### src/rtl/router_input_unit.sv
// Router input port: flit FIFO plus XY route lock from head to tail; 1-cycle write-to-output latency.
// Backpressure: in_ready drops when the FIFO is full (no bypass); pops only on forward.
module router_input_unit #(
  parameter int FlitWidth = 34,
  parameter int Depth     = 4,
  parameter int PosWidth  = 3
) (
  input  logic                 clk,
  input  logic                 rst,
  input  logic [PosWidth-1:0]  position_x,
  input  logic [PosWidth-1:0]  position_y,
  input  logic                 in_valid,
  input  logic [FlitWidth-1:0] in_flit,
  output logic                 in_ready,
  output logic [FlitWidth-1:0] out_flit,
  output logic                 out_head,
  output logic                 out_tail,
  output logic [4:0]           out_request,
  input  logic                 forward,
  output logic                 protocol_error
);

  localparam int AW = $clog2(Depth);
  localparam logic [AW:0] FULL = (AW+1)'(Depth);

  typedef enum logic {IDLE, PACKET} state_t;

  logic [FlitWidth-1:0] mem [Depth];
  logic [AW-1:0]        wr_ptr, rd_ptr;
  logic [AW:0]          count;
  state_t               state_q, state_d;
  logic [4:0]           route_q, route_d, front_route;
  logic                 empty, f_head, f_tail;
  logic                 wr_en, rd_en, err_set;
  logic [FlitWidth-1:0] front;

  // Request bits: 0 North, 1 South, 2 West, 3 East, 4 Local.
  function automatic logic [4:0] xy_route(input logic [PosWidth-1:0] dx, input logic [PosWidth-1:0] dy,
                                          input logic [PosWidth-1:0] px, input logic [PosWidth-1:0] py);
    if (dx > px)      return 5'b01000;
    else if (dx < px) return 5'b00100;
    else if (dy > py) return 5'b00010;
    else if (dy < py) return 5'b00001;
    else              return 5'b10000;
  endfunction

  assign empty       = (count == '0);
  assign front       = mem[rd_ptr];
  assign f_head      = front[FlitWidth-1];
  assign f_tail      = front[FlitWidth-2];
  assign front_route = xy_route(front[PosWidth-1:0], front[2*PosWidth-1:PosWidth], position_x, position_y);

  assign in_ready = (count < FULL) & ~rst;
  assign wr_en    = in_valid & in_ready;
  assign out_flit = front;
  assign out_head = ~empty & f_head;
  assign out_tail = ~empty & f_tail;

  always_comb begin
    state_d     = state_q;
    route_d     = route_q;
    out_request = '0;
    rd_en       = 1'b0;
    err_set     = forward & empty;
    case (state_q)
      IDLE: begin
        if (!empty) begin
          if (f_head) begin
            out_request = front_route;
            if (forward) begin
              rd_en = 1'b1;
              if (!f_tail) begin
                state_d = PACKET;
                route_d = front_route;
              end
            end
          end else begin
            // Body flit with no open packet: stall until reset.
            err_set = 1'b1;
          end
        end
      end
      PACKET: begin
        if (!empty) begin
          out_request = route_q;
          rd_en       = forward;
          if (f_head) err_set = 1'b1;
          if (forward && f_tail) state_d = IDLE;
        end
      end
    endcase
  end

  always_ff @(posedge clk) begin
    if (rst) begin
      count          <= '0;
      wr_ptr         <= '0;
      rd_ptr         <= '0;
      state_q        <= IDLE;
      route_q        <= '0;
      protocol_error <= 1'b0;
    end else begin
      case ({wr_en, rd_en})
        2'b10:   count <= count + (AW+1)'(1);
        2'b01:   count <= count - (AW+1)'(1);
        default: count <= count;
      endcase
      if (wr_en) wr_ptr <= wr_ptr + AW'(1);
      if (rd_en) rd_ptr <= rd_ptr + AW'(1);
      state_q <= state_d;
      route_q <= route_d;
      if (err_set) protocol_error <= 1'b1;
    end
  end

  always_ff @(posedge clk) begin
    if (wr_en) mem[wr_ptr] <= in_flit;
  end

endmodule

### config.mk
export PLATFORM = sky130hd
export DESIGN_NAME = router_input_unit
export DESIGN_NICKNAME = d
export VERILOG_FILES = /design/src/rtl/router_input_unit.sv
export SDC_FILE = /design/constraint.sdc
export NUM_CORES = 1
export LEC_CHECK = 0
export BUFFER_PORTS_ARGS = -buffer_cell sky130_fd_sc_hd__buf_2
export CAP_MARGIN = 10
export CORE_MARGIN = 2
export CORE_UTILIZATION = 51
export CTS_CLUSTER_SIZE = 25
export DETAILED_ROUTE_END_ITERATION = 16
export HOLD_SLACK_MARGIN = 0.15
export PLACE_DENSITY = 0.76
export SYNTH_ARGS = -nofsm -noshare
export SYNTH_HDL_FRONTEND = slang
export SYNTH_SLANG_ARGS = --single-unit
### constraint.sdc
create_clock -name clk -period 3 [get_ports clk]
set_input_delay 0.15 -clock clk [delete_from_list [all_inputs] [get_ports clk]]
set_output_delay 0.15 -clock clk [all_outputs]
set_load 0.02 [all_outputs]
==> impl_metrics.csv <==
group,metric,value,unit
final_layout,fillers,757,
routing,drt-vias-per-instance,5.49,
power,p_leak,2.70,nW
min_path,hold_depth,3,
clocking,htreeDepth,4,
timing,clock_skew,0.00906,ns
clocking,cts.clk_slew.worst_paths,0.06,ns
critical_path,cp_cell_sequence,"mux4_2 > inv_1 > ha_1 > nor2b_1 > o21a_1 > or4b_4 > a21oi_2 > buf_4",
placement,place.gp.congestion,0.833,
logic_synthesis,synth_fp_nets,359,
logic_synthesis,synth_edf_count,136,
timing,tightestPinTransition,0.725,ns
routing,drtPass1Iterations,4,
timing,fmaxAchievable,349,MHz
floorplanning,placeableCoreArea,11400,sq um
routing,wl_per_cell,18.2,um
critical_path,ff2ff_path_depth,9,
power,vdd_ir_drop_max,479,uV
critical_path,cp-start-kind,"flip-flop",
routing,ant_nets,0,
routing,drt_wl_total,10.9,mm
floorplanning,die_area,12400,sq um
critical_path,critPathMaxFanout,5,
routing,drc,0,
power,p_seq_share,47.2,%
critical_path,rr_endpoint,"count[2]",
logic_synthesis,seq_area_frac_synth,74.6,%
logic_synthesis,synth_area_leaders,"edfxtp_1 69%, mux4_2 13%, dfxtp_1 5.4%",
job,drv_cap,0,
logic_synthesis,synthCells,303,
floorplanning,ios,87,
logic_synthesis,synth.avg_cell_area,19.5,sq um
power,clock_power_share,40.7,%
timing,slew_viol_final,0,
timing,min_period_over_period,95.6,%
min_path,min_path_type,"in -> reg",
clocking,cts_tree,"built",
critical_path,cp-end-kind,"output pin",
timing,max_slew_margin,51.3,%
clocking,clock-root-buffer,"clkbuf_16",
global_routing,antenna_found_initial,1,
timing,hold_viol,0,
logic_synthesis,async_flop_share,0,%
final_layout,final_common_cell,"edfxtp_1",
power,combPwrFrac,12.1,%
routing,num_vias,3303,
critical_path,criticalPathCategory,"reg -> out",
timing,layout_min_cycle_time,2.87,ns
power,power.switching,1.22,mW
clocking,cts_buffers,17,
min_path,hp-start,"in_valid",
critical_path,crit_required,2.85,ns
global_routing,grt_max_degree,35,
power,p_sw_share,23.8,%
final_layout,fin_nets,502,
timing,finalSetupViolations,0,
timing,rsz0062_at_grt,"no",
global_routing,grt_pass1_wl,17.8,mm
clocking,cts.sinks,152,
routing,drt-initial-drc-count,318,
logic_synthesis,synthFlopType,"edfxtp_1",
critical_path,critPathBufInv,2,
power,powerDensity,675,nW/um^2
logic_synthesis,yosysWarnings,0,
outcome,status,"completed",
critical_path,critPathSlowestCell,"mux4_2",
floorplanning,start_util,51.9,%
clocking,clk_latency,0.41,ns
critical_path,critPathMaxStageDelay,0.58,ns
logic_synthesis,yosysUniqueCellTypes,37,
floorplanning,die_height,112,um
power,p_int,3.90,mW
final_layout,drive_above_1_share,38.9,%
final_layout,final_area,7590,sq um
final_layout,final_cell_mix,"136 x edfxtp_1, 85 x buf_2, 37 x dlygate4sd3_1",
placement,port_buffers,86,
critical_path,cp.arrival,2.72,ns
placement,dp_hpwl,6.77,mm
logic_synthesis,ys_ff_latch,152,
final_layout,area_growth,28.6,%
logic_synthesis,syn_area,5900,sq um
critical_path,crit_family,"multiplexers",
global_routing,first_global_vias,3447,
floorplanning,rows,39,
placement,dpl_cell_area,6540,sq um
floorplanning,die_x,112,um
timing,setup_tns,0,ns
global_routing,grtUsageTotal,18.8,%
logic_synthesis,synth_top_area_share,69.2,%
clocking,clock_path_buffers,2,
min_path,hold_path_end,"wr_ptr[1]",
critical_path,r2r_slack,0.49,ns
logic_synthesis,synth_largest_area_cell,"edfxtp_1",
global_routing,grt-ovfl-total,0,
per-layer routing:
metal	share of wire, %	up-vias	track usage, %
li1	-	1513	-
met1	43	1674	24.2
met2	51	112	31.8
met3	5.2	4	5.72
met4	0.45	0	4.44
met5	0	-	0
synthesized netlist by cell type, drive strengths merged (2+ instances only):
cell type and instances:
edfxtp 136, mux4 34, dfxtp 16, inv 13, a21oi 11, ha 11, nand2 10, clkbuf 9
nor2 9, and3 5, buf 5, nand4 5, nor3 4, nand3 3, o31ai 3, or3 3
xnor2 3, xor2 3, and2 2, nand3b 2, nor2b 2, o21ai 2, or4b 2
stage by stage:
stage / utilization, % / power [mW] / hold WS [ns] / setup WS [ns] / cells
floorplan: - / 2.83 / 0.249 / 0.0124 / 303
global placement: 57.5 / 3.00 / 0.360 / 0.379 / 529
detailed placement: 57.5 / 3.02 / 0.366 / 0.259 / 529
CTS: 66.3 / 5.15 / 0.171 / 0.000544 / 598
global route: 66.7 / 5.31 / 0.195 / 0.0132 / 602
finish: 66.7 / 5.12 / 0.185 / 0.132 / 602
registers in the layout, summed over array words and instances (netlist names), named ones only:
name / cells
mem: 136
route_q: 5
count: 3
rd_ptr: 2
wr_ptr: 2
protocol_error: 1
state_q: 1
kinds of logic (layout without fill, tap and decap cells):
logic type | after synthesis | in the layout | synth area share [%]
muxes | 34 | 34 | 13.0
adders and majority gates | 12 | 12 | 2.67
other | 0 | 1 | 0
xor gates and xnor gates | 6 | 6 | 0.891
AOI/OAI and AO/OA | 22 | 22 | 2.35
and+or+nand+nor | 50 | 50 | 4.58
DFF | 152 | 152 | 74.6
buffers and inverters | 27 | 182 | 1.89
how the worst max path moves through the flow:
stage               cells after the start  slack [ns]       from              to
floorplan                               8        0.01  flip-flop  out_request[2]
global placement                        8        0.38  flip-flop  out_request[0]
detailed placement                      8        0.26  flip-flop  out_request[0]
CTS                                     8      0.0005  flip-flop  out_request[0]
global route                            8        0.01  flip-flop  out_request[2]
finish                                  8        0.13  flip-flop  out_request[2]
layout make-up:
class                      instances  area (sq um)  area share (%)
antenna                            1          2.50          0.0330
clock buffer                      17           425            5.61
clock inverter                    14           164            2.16
inverter                          13          48.8           0.643
multi-input combinational        124          1420            18.7
sequential                       152          4410            58.1
tap                              143           179            2.36
timing repair buffer             138           936            12.3
repair_timing:
action	CTS	global route
endpoints found under the setup margin	4	1
gates resized for setup	7	5
cloned	0	0
hold buffers	37	0
buffers inserted	1	3
hold endpoints to repair	148	0
pin swaps	1	0
worst min-delay path, cell delays in order:
cell and delay (ns):
buf_2 0.11, and2_1 0.21, o31ai_1 0.08
power by group through the flow:
stage,Combinational [mW],Sequential (mW),Clock [mW]
after global placement,0.544,2.45,0
after CTS,0.611,2.42,2.12
after global routing,0.675,2.42,2.21
final,0.617,2.42,2.08
after floorplan,0.380,2.45,0
after detailed placement,0.556,2.46,0
Note: power is estimated with default switching activity, not from simulation.
